## config.mk

```make
export PLATFORM = sky130hd
export DESIGN_NAME = binary_matvec_seq_flat
export DESIGN_NICKNAME = d
export VERILOG_FILES = /design/src/rtl/binary_matvec_seq_if.sv /design/src/rtl/binary_matvec_seq.sv /design/src/flat_wrapper.sv
export SDC_FILE = /design/constraint.sdc
export NUM_CORES = 1
export LEC_CHECK = 0
export BUFFER_PORTS_ARGS = -buffer_cell sky130_fd_sc_hd__buf_2
export CELL_PAD_IN_SITES_DETAIL_PLACEMENT = 1
export CELL_PAD_IN_SITES_GLOBAL_PLACEMENT = 1
export CORE_UTILIZATION = 27
export CTS_CLUSTER_SIZE = 8
export DETAILED_ROUTE_END_ITERATION = 10
export GPL_TIMING_DRIVEN = 0
export PLACE_DENSITY_LB_ADDON = 0.1
export SYNTH_ARGS = -nofsm -noshare
export SYNTH_HDL_FRONTEND = slang
export SYNTH_SLANG_ARGS = --single-unit
```

## constraint.sdc

```tcl
create_clock -name clk -period 2.6 [get_ports clk]
set_input_delay 0.13 -clock clk [delete_from_list [all_inputs] [get_ports clk]]
set_output_delay 0.13 -clock clk [all_outputs]
set_load 0.01 [all_outputs]
```

## src/rtl/binary_matvec_seq_if.sv

```systemverilog
// Handshake bundle for binary_matvec_seq:
// row-load port, vector input port and result output port.
interface binary_matvec_seq_if #(
  parameter int N  = 4,
  parameter int IW = (N <= 2) ? 1 : $clog2(N)
);
  logic          ld_valid;
  logic          ld_ready;
  logic [IW-1:0] ld_idx;
  logic [N-1:0]  ld_row;
  logic          in_valid;
  logic          in_ready;
  logic [N-1:0]  in_vec;
  logic          in_mode;
  logic          out_valid;
  logic          out_ready;
  logic [N-1:0]  out_vec;
  logic          busy;

  modport master (
    output ld_valid, ld_idx, ld_row,
    output in_valid, in_vec, in_mode,
    output out_ready,
    input  ld_ready, in_ready,
    input  out_valid, out_vec, busy
  );

  modport slave (
    input  ld_valid, ld_idx, ld_row,
    input  in_valid, in_vec, in_mode,
    input  out_ready,
    output ld_ready, in_ready,
    output out_valid, out_vec, busy
  );
endinterface

```

## src/rtl/binary_matvec_seq.sv

```systemverilog
// Row-serial NxN binary matrix-vector multiplier,
// GF(2) (AND/XOR) or Boolean (AND/OR) reduction.
module binary_matvec_seq #(
  parameter int N  = 4,
  parameter int IW = (N <= 2) ? 1 : $clog2(N)
) (
  input logic clk,
  input logic rst_n,
  binary_matvec_seq_if.slave bus
);

  localparam logic [1:0] IDLE    = 2'd0;
  localparam logic [1:0] COMPUTE = 2'd1;
  localparam logic [1:0] DONE    = 2'd2;

  logic [1:0]    state;
  logic [N-1:0]  mat [N];
  logic [N-1:0]  vlat;
  logic          mode;
  logic [IW-1:0] cnt;
  logic [N-1:0]  res;
  logic [N-1:0]  prod;
  logic          row_bit;
  logic          idle;
  logic          ld_fire;

  assign idle    = (state == IDLE);
  assign ld_fire = idle && bus.ld_valid;

  assign bus.in_ready  = idle;
  assign bus.ld_ready  = idle;
  assign bus.out_valid = (state == DONE);
  assign bus.busy      = !idle;
  assign bus.out_vec   = res;

  always_comb begin
    prod    = mat[cnt] & vlat;
    row_bit = mode ? |prod : ^prod;
  end

  always_ff @(posedge clk) begin
    if (!rst_n) begin
      state <= IDLE;
      vlat  <= '0;
      mode  <= 1'b0;
      cnt   <= '0;
      res   <= '0;
      for (int i = 0; i < N; i++) begin
        mat[i] <= '0;
      end
    end else begin
      // out-of-range rows are taken but dropped
      if (ld_fire && int'(bus.ld_idx) < N) begin
        mat[bus.ld_idx] <= bus.ld_row;
      end
      unique case (state)
        IDLE: begin
          if (bus.in_valid) begin
            vlat  <= bus.in_vec;
            mode  <= bus.in_mode;
            cnt   <= '0;
            res   <= '0;
            state <= COMPUTE;
          end
        end
        COMPUTE: begin
          res[cnt] <= row_bit;
          cnt      <= cnt + 1'b1;
          if (cnt == IW'(N - 1)) begin
            state <= DONE;
          end
        end
        DONE: begin
          if (bus.out_ready) begin
            state <= IDLE;
          end
        end
        default: state <= IDLE;
      endcase
    end
  end

endmodule
```

## src/flat_wrapper.sv

```systemverilog
// flat-port wrapper written by rule: the top's interface ports become plain ports
module binary_matvec_seq_flat 
#(
  parameter int N  = 4,
  parameter int IW = (N <= 2) ? 1 : $clog2(N)
)
  (clk, rst_n, bus_ld_valid, bus_ld_idx, bus_ld_row, bus_in_valid, bus_in_vec, bus_in_mode, bus_out_ready, bus_ld_ready, bus_in_ready, bus_out_valid, bus_out_vec, bus_busy);
  binary_matvec_seq_if #(.N(N), .IW(IW)) bus_i ();
  input logic clk;
  input logic rst_n;
  input wire logic [$bits(bus_i.ld_valid)-1:0] bus_ld_valid;
  input wire logic [$bits(bus_i.ld_idx)-1:0] bus_ld_idx;
  input wire logic [$bits(bus_i.ld_row)-1:0] bus_ld_row;
  input wire logic [$bits(bus_i.in_valid)-1:0] bus_in_valid;
  input wire logic [$bits(bus_i.in_vec)-1:0] bus_in_vec;
  input wire logic [$bits(bus_i.in_mode)-1:0] bus_in_mode;
  input wire logic [$bits(bus_i.out_ready)-1:0] bus_out_ready;
  output wire logic [$bits(bus_i.ld_ready)-1:0] bus_ld_ready;
  output wire logic [$bits(bus_i.in_ready)-1:0] bus_in_ready;
  output wire logic [$bits(bus_i.out_valid)-1:0] bus_out_valid;
  output wire logic [$bits(bus_i.out_vec)-1:0] bus_out_vec;
  output wire logic [$bits(bus_i.busy)-1:0] bus_busy;
  assign bus_i.ld_valid = bus_ld_valid;
  assign bus_i.ld_idx = bus_ld_idx;
  assign bus_i.ld_row = bus_ld_row;
  assign bus_i.in_valid = bus_in_valid;
  assign bus_i.in_vec = bus_in_vec;
  assign bus_i.in_mode = bus_in_mode;
  assign bus_i.out_ready = bus_out_ready;
  assign bus_ld_ready = bus_i.ld_ready;
  assign bus_in_ready = bus_i.in_ready;
  assign bus_out_valid = bus_i.out_valid;
  assign bus_out_vec = bus_i.out_vec;
  assign bus_busy = bus_i.busy;
  binary_matvec_seq #(.N(N), .IW(IW)) u_core (.clk(clk), .rst_n(rst_n), .bus(bus_i));
endmodule
```

[Word-level counts from Yosys, hierarchy flattened]
Memory sizes are Yosys's and may differ from the RTL's. A register that Yosys moved wholly into a read port is not among the register bits.
Index checks and enable logic that the tools add are counted.
Word-level totals
  register bits after elaboration: 13
  output and inout port bits: 8
  memory bits (writable): 16
  bits in read-only memories: 0
  logic and storage cells: 48
  bits in latches: 0
  memories kept: 1
Memory list
  u_core.mat: words 4, width 4, rd ports 1, clocked after memory_dff 1, wr ports 4, line binary_matvec_seq.sv:17  | logic [N-1:0] mat [N];
Cells by class
  mux-type cells: 21
  reduce and logical (&&, ||, !) cells: 11
  divide/modulo/power cells: 0
  $lt $le $gt $ge: 2
  equality and inequality tests: 6
  bitwise gates (word level): 1
  $mul: 0
  $add $sub $neg: 1
  shifts and indexed selects: 0
Operator list (number)
  2-bit 2-to-1 mux: 7
  4-bit 2-to-1 mux: 2
  4-bit case mux with 2 select lines: 1
  4-bit OR reduction: 2
  1-bit 2-to-1 mux: 7
  2-bit case mux with 3 select lines: 1
  4-bit bitwise AND: 1
  4-bit bitwise mux: 1
  2-bit equality test (second input constant): 2
  2-bit inequality test (second input constant): 2
  2-bit case mux with 2 select lines: 1
  2-bit AND reduction: 2
  4-bit parity: 1
  2-bit by 3-bit less-than comparator with 1-bit output (second input constant): 1
  3-bit AND reduction: 1
  2-bit by 1-bit adder with 2-bit output (second input constant): 1
  1-bit demux with 2-bit select: 1
  2-bit by 1-bit equality test with 1-bit output (second input constant): 1
  2-bit by 1-bit greater-or-equal comparator with 1-bit output (second input constant): 1
  1-bit logical AND: 2
  2-bit zero test: 1
  2-bit by 1-bit inequality test with 1-bit output (second input constant): 1
  2-bit nonzero test: 1
  1-bit zero test: 1

[Logic depth before layout (Yosys ltp)]
  depth after elaboration: 7
  depth in mapped cells: 6
  gate-level depth less buffers: 6

[Worst setup path after synthesis]
Ideal clock, no wire load.
  kind: register to register
  start: register (tool-made name)
  end: register u_core.res[0], in the netlist u_core.bus.out_vec[0]
  setup slack: 770 ps
  period minus slack after synthesis: 1830 ps
  data arrival time: 1754 ps
  stages on the path, launching flop included: 7
  cells stage by stage: dfxtp_1 > mux4_2 > nand2_1 > ha_1 > xor2_1 > o2111ai_1 > a21boi_0
RTL lines
  to (signal, indexed assignment): line binary_matvec_seq.sv:67  | res[cnt] <= row_bit;
  to (decl): line binary_matvec_seq.sv:21  | logic [N-1:0] res;

==> results_dict.tcl <==
set metrics [dict create \
    hold_viol 0 \
    row_count 26 \
    die_x_um 75.60 \
    die-area_um2 5715 \
    syn_nets 144 \
    worst_pin_slew_ps 625.1 \
    clkTransAtPathRegs_ps 70 \
    timing.max_slew.rel_slack_pct 57.88 \
    post_cts_buffers 0 \
    fin_crit_sh_pct 81.94 \
    worstSetupEndpointType "flip-flop" \
    avgSynthCellArea_um2 11.99 \
    clkLatencyLatePin_ps 280 \
    vdd_drop_max_mv 0.2274 \
    reg2reg_to "u_core.bus.out_vec[3]$_SDFFE_PN0P_" \
    r2r_setup_slack_ps 470 \
    drtIter0Drc 25 \
    port-buffer-count 23 \
    finish.utilization_pct 33.82 \
    hp-class "in2reg" \
    status "completed" \
    htreeDepth 2 \
    critical_path.max_stage_delay_ps 560 \
    ctsResizeCount 0 \
    setup_viol 0 \
    clock-root-buffer "clkbuf_8" \
    ant_nets 0 \
    critPathMaxFanout 4 \
    skew_ps 6.326 \
    hold-path-endpoint "u_core.vlat[2]$_SDFFE_PN0P_" \
    cp_slowest_cell "mux4_2" \
    drc_errors 0 \
    tns_ps 0 \
    gp_congestion 0.7499 \
    routed_wl_um 3141 \
    start_util_pct 28.28 \
    cts_tree "built" \
    postCtsHoldBufs 0 \
    dpl-instance-area_um2 1665 \
    numCtsBuffers 5 \
    slew_viol_final 0 \
    antenna_found_initial 0 \
    min-delay-start "bus_in_vec[2]" \
    ios 24 \
    drive_gt1_share_pct 24.84 \
    cp-start-kind "flip-flop" \
    core-area_um2 5172 \
    cap_violations 0 \
    postSynthCellCount 122 \
    grt_pass1_vias 1047 \
    yosys_warnings 0 \
    p_per_area_nw_per_um2 595.1 \
    crit_type "reg2reg" \
    dp_hpwl_um 2479 \
    arrival_ps 2340 \
    wire_per_inst_um 14.09 \
    syn2layout_area_growth_pct 19.59 \
    finalCriticalPeriod_ps 2130 \
    track_usage_pct 13.36 \
    cp.required_ps 2810 \
    ys_types 26 \
    ff2ff_path_depth 6 \
    via_per_inst 4.426 \
    first_pass_iters 4 \
    synth_seq_cells 31 \
    route.vias.total 987 \
    grt-ovfl-total 0 \
    syn_area_um2 1463 \
    grt_pass1_wl_um 5244 \
    cts.sinks 31 \
    nNetsFinal 174 \
    crit_chain "mux4_2 -> nand2_1 -> ha_1 -> xor2_1 -> o2111ai_1 -> a21boi_0" \
    diodes 0 \
    ys_seq_area_share_pct 53.38 \
    rsz0062_at_grt "no" \
    whs_path_depth 3 \
    die_h_um 75.60 \
    leakagePower_nw 0.7006 \
    grt_start_max_net_pins 11 \
    final_area_um2 1749 \
    clock.fmax_ghz 0.4694 \
    cts_buffer_depth 2 \
]
## sequential cells by signal (all words and copies together) (netlist names), named ones only
register	cells
u_core.bus.out_vec	4
u_core.cnt	2
u_core.mat	16
u_core.mode	1
u_core.state	2
u_core.vlat	4
## through the flow
| stage | hold WS [ps] | total power [W] | setup slack (ps) | std cells |
|---|---|---|---|---|
| global route | 103.2 | 0.001090 | 319.2 | 223 |
| detailed placement | 397.5 | 0.0006847 | 442.8 | 215 |
| CTS | 98.52 | 0.001058 | 409.7 | 223 |
| finish | 102.6 | 0.001041 | 469.5 | 223 |
| floorplan | 283.8 | 0.0006366 | 770.4 | 122 |
| global placement | 388.7 | 0.0006793 | 489.7 | 215 |
## worst max path at each step
stage | end | start | cells past startpoint
after floorplan | u_core.bus.out_vec[0]$_SDFFE_PN0P_ | flip-flop | 6
final | u_core.bus.out_vec[3]$_SDFFE_PN0P_ | flip-flop | 6
after CTS | u_core.bus.out_vec[3]$_SDFFE_PN0P_ | flip-flop | 6
after global routing | u_core.bus.out_vec[1]$_SDFFE_PN0P_ | flip-flop | 6
after detailed placement | u_core.bus.out_vec[3]$_SDFFE_PN0P_ | flip-flop | 6
after global placement | u_core.bus.out_vec[3]$_SDFFE_PN0P_ | flip-flop | 6
## cells in the mapped netlist
cell / count / area, um2
o2111ai_1: 4 / 35.03
or3b_4: 1 / 11.26
inv_1: 6 / 22.52
nor2b_1: 7 / 43.79
nand4bb_1: 1 / 11.26
a21boi_0: 7 / 52.55
buf_6: 1 / 11.26
xor2_1: 1 / 8.760
o21ai_0: 3 / 15.01
and2_1: 17 / 106.4
mux4_2: 4 / 90.09
o211ai_1: 3 / 22.52
nor3_1: 1 / 5.000
buf_4: 1 / 7.510
ha_1: 6 / 75.07
mux2i_1: 5 / 50.05
dfxtp_1: 15 / 300.3
nand2_1: 8 / 30.03
nand3_1: 4 / 20.02
nor2_1: 2 / 7.510
edfxtp_1: 16 / 480.5
and3_1: 1 / 6.260
nor3b_1: 1 / 7.510
nand3b_1: 1 / 7.510
nand2b_1: 5 / 31.28
clkbuf_1: 1 / 3.750
## critical path, delay by kind of cell, from the launching register on
| family | cells | cell delay, ps |
|---|---|---|
| muxes | 1 | 560 |
| adders and majority gates | 1 | 230 |
| DFF | 1 | 490 |
| AOI/OAI and AO/OA | 2 | 370 |
| and+or+nand+nor | 1 | 90 |
| xor gates and xnor gates | 1 | 330 |
## cell type report
class / instances / area [um2]
inverters: 6 / 22.52
repair buffers: 23 / 115.1
well taps: 70 / 87.58
clock buffers: 5 / 68.82
multi-input cells: 82 / 636.9
flip-flops and latches: 31 / 780.7
plain buffers: 3 / 22.52
fillers: 589 / 3423
clock inverters: 3 / 15.01
## routing by layer
layer  GRT usage, %  part of all wire [%]  vias to the layer above
li1               -                     -                      494
met5              0                     0                        -
met1          16.85                    49                      462
met4          6.790                   2.5                        0
met3          3.571                   3.9                        6
met2          21.13                    45                       25
## logic make-up after synthesis
| group | count (synthesis) | synth area share [%] |
|---|---|---|
| simple gates | 49 | 19.68 |
| flops | 31 | 53.38 |
| compound gates | 17 | 8.554 |
| buf+inv | 9 | 3.079 |
| mux | 9 | 9.581 |
| fa+ha+maj | 6 | 5.132 |
| xor+xnor | 1 | 0.5989 |
## cell usage in the layout, fill, tap and decap left out, types with 2 or more instances in the layout
master and n:
a21boi_0 7, and2_1 17, buf_2 23, clkbuf_8 5
clkinv_2 3, dfxtp_1 15, edfxtp_1 16, ha_1 6
inv_1 6, mux2i_1 5, mux4_2 4, nand2_1 8
nand2b_1 5, nand3_1 4, nor2_1 2, nor2b_1 7
o2111ai_1 4, o211ai_1 3, o21ai_0 3
## power breakdown
| group | switching (W) | internal [W] |
|---|---|---|
| registers | 0.0000175 | 0.000541 |
| logic | 0.0000587 | 0.0000529 |
| clock network | 0.000188 | 0.000183 |
(Power assumes the default switching activity.)
